$ cat src/rtl/regfile_bist.sv
// regfile_bist: self-test controller for the 8-entry register file.
// Writes an address-derived pattern to every entry, reads it back on both
// read ports (ra1 ascending, ra2 descending), and reports pass/fail, the
// first failing address and the total mismatch count.
// Optional macro REGFILE_BIST_INV_EN adds a second pass with the inverted
// pattern; without it only the normal pass runs.
//
// state   | meaning
// --------+-----------------------------------------------
// S_IDLE  | waiting for start; results held
// S_WRITE | writing pat(a) to entry a, one entry per cycle
// S_READ  | comparing rd1/rd2 against pat(ra1)/pat(ra2)
// S_DONE  | one-cycle done pulse, pass valid
module regfile_bist #(
  parameter int DEPTH = 8,
  parameter int AW    = 3,
  parameter int DW    = 8
) (
  input  logic          sys_clk,
  input  logic          sys_rst_n,
  input  logic          start,
  output logic          busy,
  output logic          done,
  output logic          pass,
  output logic [AW-1:0] err_addr,
  output logic [AW+2:0] err_cnt,
  output logic          we,
  output logic [AW-1:0] wa,
  output logic [DW-1:0] wd,
  output logic [AW-1:0] ra1,
  output logic [AW-1:0] ra2,
  input  logic [DW-1:0] rd1,
  input  logic [DW-1:0] rd2
);

  typedef enum logic [1:0] {S_IDLE, S_WRITE, S_READ, S_DONE} state_t;

  state_t        state;
  logic [AW-1:0] a;
  logic          inv;

  logic [AW-1:0] a_nxt;
  logic          last;
  logic          mis1;
  logic          mis2;
  logic [AW+2:0] cnt_nxt;

  // zero-extended address, optionally inverted
  function automatic logic [DW-1:0] pat(input logic [AW-1:0] x, input logic i);
    logic [DW-1:0] z;
    z = '0;
    z[AW-1:0] = x;
    return z ^ {DW{i}};
  endfunction

  // address step, last-entry detect and read-back comparison
  always_comb begin
    a_nxt   = a + 1'b1;
    last    = (a == AW'(DEPTH - 1));
    mis1    = (rd1 != pat(ra1, inv));
    mis2    = (rd2 != pat(ra2, inv));
    cnt_nxt = err_cnt + (AW+3)'(mis1) + (AW+3)'(mis2);
  end

  // sequencer with registered regfile drive and result outputs
  always_ff @(posedge sys_clk) begin
    if (!sys_rst_n) begin
      state    <= S_IDLE;
      a        <= '0;
      inv      <= 1'b0;
      busy     <= 1'b0;
      done     <= 1'b0;
      pass     <= 1'b0;
      err_addr <= '0;
      err_cnt  <= '0;
      we       <= 1'b0;
      wa       <= '0;
      wd       <= '0;
      ra1      <= '0;
      ra2      <= '0;
    end else begin
      case (state)
        S_IDLE: begin
          if (start) begin
            state    <= S_WRITE;
            busy     <= 1'b1;
            a        <= '0;
            inv      <= 1'b0;
            err_cnt  <= '0;
            err_addr <= '0;
            pass     <= 1'b0;
            we       <= 1'b1;
            wa       <= '0;
            wd       <= pat('0, 1'b0);
          end
        end
        S_WRITE: begin
          if (last) begin
            state <= S_READ;
            a     <= '0;
            we    <= 1'b0;
            ra1   <= '0;
            ra2   <= AW'(DEPTH - 1);
          end else begin
            a  <= a_nxt;
            wa <= a_nxt;
            wd <= pat(a_nxt, inv);
          end
        end
        S_READ: begin
          err_cnt <= cnt_nxt;
          // err_cnt still zero means this is the first mismatch of the run
          if (err_cnt == '0 && (mis1 || mis2))
            err_addr <= mis1 ? ra1 : ra2;
          if (last) begin
`ifdef REGFILE_BIST_INV_EN
            if (!inv) begin
              state <= S_WRITE;
              inv   <= 1'b1;
              a     <= '0;
              we    <= 1'b1;
              wa    <= '0;
              wd    <= pat('0, 1'b1);
            end else begin
              state <= S_DONE;
              done  <= 1'b1;
              pass  <= (cnt_nxt == '0);
            end
`else
            state <= S_DONE;
            done  <= 1'b1;
            pass  <= (cnt_nxt == '0);
`endif
          end else begin
            a   <= a_nxt;
            ra1 <= a_nxt;
            ra2 <= ~a_nxt;
          end
        end
        S_DONE: begin
          state <= S_IDLE;
          done  <= 1'b0;
          busy  <= 1'b0;
        end
        default: state <= S_IDLE;
      endcase
    end
  end

endmodule

$ cat config.mk
export PLATFORM = sky130hd
export DESIGN_NAME = regfile_bist
export DESIGN_NICKNAME = d
export VERILOG_FILES = /design/src/rtl/regfile_bist.sv
export SDC_FILE = /design/constraint.sdc
export NUM_CORES = 1
export LEC_CHECK = 0
export CORE_AREA = 2 2 63 59
export DETAILED_ROUTE_END_ITERATION = 6
export DIE_AREA = 0 0 65 61
export GPL_ROUTABILITY_DRIVEN = 0
export HOLD_SLACK_MARGIN = 0.15
export PLACE_DENSITY = 0.83
export SLEW_MARGIN = 25
export SYNTH_ARGS = -nofsm -noshare
export SYNTH_HDL_FRONTEND = slang
export SYNTH_SLANG_ARGS = --single-unit
$ cat constraint.sdc
create_clock -name sys_clk -period 4.59 [get_ports sys_clk]
set_input_delay 0.6885 -clock sys_clk [delete_from_list [all_inputs] [get_ports sys_clk]]
set_output_delay 0.6885 -clock sys_clk [all_outputs]
set_load 0.01 [all_outputs]
Word level (Yosys, flattened, before mapping)
Index checks and enable logic that the tools add are counted.

operators by class
  multiplexer cells = 31
  bitwise logic cells = 1
  $add $sub $neg = 3
  reductions and logical operators = 21
  equal/unequal tests = 12

operators by type and width
  kind                                                              number
  3-bit 2-to-1 mux                                                  8
  3-bit one-hot mux with 2 select lines                             4
  3-bit AND reduction                                               7
  8-bit 2-to-1 mux                                                  2
  8-bit by 3-bit != test with 1-bit output                          2
  8-bit one-hot mux with 2 select lines                             1
  6-bit by 1-bit adder with 6-bit output                            2
  6-bit logical NOT                                                 2
  2-bit != test (second input constant)                             6
  6-bit one-hot mux with 2 select lines                             1
  2-bit nonzero test                                                5
  3-bit one-hot mux with 3 select lines                             1
  1-bit one-hot mux with 2 select lines                             4
  2-bit one-hot mux with 4 select lines                             1
  2-bit 2-to-1 mux                                                  3
  6-bit 2-to-1 mux                                                  1
  2-bit AND reduction                                               3
  1-bit 2-to-1 mux                                                  5
  2-bit == test (second input constant)                             2
  3-bit by 1-bit adder with 3-bit output (second input constant)    1
  3-bit == test (second input constant)                             1
  3-bit inverter                                                    1
  3-bit nonzero test                                                1
  2-bit by 1-bit == test with 1-bit output (second input constant)  1
  3 further kinds                                                   3

storage, ports and cells
  bits in registers = 35
  output and inout bits = 30
  word-level logic and storage cells = 80
  input bits = 19

Longest topological paths before layout
  word-level depth = 6
  depth in mapped cells = 12
  gate-level depth less buffers = 12

Least setup slack after synthesis
No wires, ideal clock.

  path kind = input -> register
  start point = input rd1[5]
  end point = register pass
  data arrival time = 3219 ps
  path buffers = 1
  cell stages on the path = 12
  path slack = 1300 ps
  setup time = 71 ps
  data required time = 4519 ps
  cells stage by stage = or4_4 > nor4_4 > and2_1 > buf_6 > fa_1 > inv_1 > ha_1 > a211o_1 > nand2_1 > a31oi_1 > or4_1 > a21oi_1

between the ends
  longest elaborated chain between the ends = 6

ends and longest elaborated chain
  item                                                  line  RTL
  start: declaration                                    32    input logic [DW-1:0] rd1,
  8-bit by 3-bit != test with 1-bit output              60    mis1 = (rd1 != pat(ra1, inv));
  6-bit by 1-bit adder with 6-bit output (2 in series)  62    cnt_nxt = err_cnt + (AW+3)'(mis1) + (AW+3)'(mis2);
  6-bit logical NOT                                     132   pass <= (cnt_nxt == '0);
  1-bit 2-to-1 mux                                      115   if (last) begin
  1-bit one-hot mux with 2 select lines                 82    case (state)
  end signal: assignment                                132
  end: declaration                                      24    output logic pass,

Every way passes these cells. The select of a mux whose other input is x is not followed.
A chain may end at the register's enable or synchronous reset.

Worst setup path in the final report
Ends and elaborated chain as after synthesis.

==> qor.txt <==
Area fraction of the dominant cell type after synthesis: 33.7%
Chip Width: 65 um
CTS H-tree depth: 1
Synth area leaders: dfxtp_1, nor2_1, ha_1
Slowest-stage cell, CP: or4_4
First-pass GRT wire length: 5840 um
Vias in the first global route: 1340
Crit-path cells: clkdlybuf4s50_1, or4_4, nor4_4, and2_1, fa_1, inv_1, ha_1, a211o_1, nand2_1, a31oi_1, or4_1, a21oi_1
WL final: 3680 um
Reg clk slew, reported paths: 90 ps
Seq/Total Area, Yosys: 33.7%
Drt first pass iters: 4
Crit Path Category: in -> reg
LEAKAGE: 0.000751 uW
Post-synth EDFFs: 0
Multi-input logic area: 942 um^2
Synth warnings: 0
Worst r2r path cells: 11
Min-Delay Startpoint: err_addr[0]$_SDFFE_PN0P_
Max-slew violations: 0
Flop2flop setup slack: 1780 ps
HPWL after DPL: 2720 um
Worst-case clock buffer depth: 2
Postcts setup bufs: 0
FF-to-FF Start: ra1[1]$_SDFFE_PN0P_
Register bit total from synthesis: 27
Core Util, Final: 62.6%
Via count: 1543
Area Overhead vs Synth: 27.9%
Hold Crit Depth: 2
N_diodes: 0
TritonCTS clock tree: done
Ys flop type: dfxtp_1
Antenna viol nets, final: 0
Power Density: 400 nW/um^2
Largest net degree at the start of global routing: 27
Synth unique cells: 44
Peak supply drop: 0.198 mV
Total Routing Usage GR: 18.6%
Initial antenna violation count: 0
Die H: 61 um
Final Critical Period: 3650 ps
Hold endpoint: err_addr[0]$_SDFFE_PN0P_
Buf+Inv Stages, Crit Path: 2
Slew margin rel.: 50.6%
CTS Hold Bufs: 0
CP Max Fanout: 6
Clk sinks: 27
CP max stage delay: 550 ps
Pin slew with the least headroom to its limit: 737 ps
Core Area: 3280 um^2
F_max: 274 MHz
Layout Skew: 3.45 ps
WL/cell: 13.0 um
Status: finished, final reports clean
Period utilization: 79.4%
Area of the die: 3970 um^2
Mapped cell area: 1600 um^2
Worst setup EP type: flop
Worst EP required: 4780 ps
DRC errors left: 0
Reg2reg end: pass$_SDFFE_PN0P_
Largest delay share family, worst path: simple AND/OR/NAND/NOR gates
Initial drt markers: 82
GRT overflow: 0
Port bufs: 43
Routed vias/inst: 5.45
Setup TNS: 0 ps
Layout cells sized above 1: 3.35%
# fillers: 295
RSZ-0062 raised after global routing: false
Startpoint types: primary input
Cell row count: 20
Final hold vios: 0
Gate Count Post-Synth: 204
# IOs: 49
Path category of the worst min-delay check: reg -> reg
Number of endpoints failing setup at the final stage: 0
Post-CTS sizing: 0
Number of buffers created by CTS: 3
Initial core utilization: 48.9%
Yosys top cell by area: dfxtp_1
CTS root buf: clkbuf_8
Syn_area_per_cell: 7.86 um^2
Hold Slack: 450 ps
Post-synth ARST share: 0%
Arrival @ worst endpoint: 3830 ps
Storage cell area: 541 um^2
Worst-Skew Late Latency: 270 ps
MaxCap Viol Count: 0
Final #Nets: 267
## layer usage
| metal | vias up | part of all wire (%) | global-route usage (%) |
|---|---|---|---|
| li1 | 775 | - | - |
| met1 | 711 | 45 | 25.2 |
| met2 | 53 | 46 | 30.9 |
| met3 | 4 | 7.3 | 3.15 |
| met4 | 0 | 1.1 | 5.78 |
| met5 | - | 0 | 0 |
## how the worst max path moves through the flow
stage	endpoint	cells past startpoint	from	slack [ps]
4_1_cts	pass$_SDFFE_PN0P_	12	rd1[5]	940
2_1_floorplan	pass$_SDFFE_PN0P_	12	rd1[5]	1300
6_report	pass$_SDFFE_PN0P_	12	rd1[5]	940
3_5_place_dp	pass$_SDFFE_PN0P_	12	rd1[5]	680
5_1_grt	pass$_SDFFE_PN0P_	12	rd1[5]	770
3_3_place_gp	pass$_SDFFE_PN0P_	12	rd1[5]	750
## final cells by class
class	count	share of cell area [%]
flip-flops and latches	27	26.4
clock buffers	4	2.20
inverters	10	1.83
well taps	44	2.68
repair buffers	43	21.0
multi-input cells	155	45.9
## worst min-delay path, delay by kind of cell, from the launching register on
family             cells  cell delay, ps
AOI/OAI and AO/OA      1              50
DFF                    1             320
and+or+nand+nor        1              50
## cell families after synthesis
family          after synthesis  share of synthesized area [%]
buf+inv                      26                           8.43
mux                           2                           1.33
simple gates                 81                           25.2
fa+ha+maj                     8                           6.71
compound gates               52                           20.5
flops                        27                           33.7
xor+xnor                      7                           3.83
other cells                   1                          0.234
## flip-flops by register name (all words and copies together), names as in the netlist
signal    count
a             3
busy          1
done          1
err_addr      3
err_cnt       6
pass          1
ra1           3
ra2           3
state         2
wd            3
we            1
## synthesized netlist by cell type, types with 4 or more instances
cell / number
buf_4: 8
a21oi_1: 16
clkbuf_1: 7
nor3_1: 9
o21ai_0: 10
ha_1: 7
xnor2_1: 5
nor2_1: 28
a22oi_1: 4
inv_1: 9
nand2_1: 19
dfxtp_1: 27
nor2b_1: 7
a32oi_1: 5
## placed cells by master, fill, tap and decap left out, types with 2 or more instances in the layout
cell / instances
a31oi_1: 2
a21oi_1: 16
nand4_1: 3
a22oi_1: 4
xor2_1: 2
or4_1: 2
a32oi_1: 5
o21ai_1: 3
nand2_1: 19
ha_1: 7
nor3_1: 9
nor2b_1: 7
a211oi_1: 3
o21ai_0: 10
nor2_1: 28
clkbuf_8: 3
xnor2_1: 5
nand3_1: 3
clkdlybuf4s50_1: 43
dfxtp_1: 27
inv_1: 9
nand2b_1: 3
conb_1: 5
## through the flow
step | cells | instance area [um^2] | total power, uW | worst slack (ps)
after global placement | 279 | 2010 | 680 | 752
final | 283 | 2050 | 821 | 945
after floorplan | 208 | 1620 | 564 | 1300
after global routing | 283 | 2050 | 877 | 774
after detailed placement | 279 | 2010 | 686 | 677
after CTS | 283 | 2050 | 820 | 938
## power breakdown
| part | switching [uW] | total [uW] | internal, uW |
|---|---|---|---|
| logic | 218 | 376 | 158 |
| clock network | 71.5 | 134 | 62.1 |
| registers | 40.9 | 311 | 270 |
Note: power is estimated with default switching activity, not from simulation.
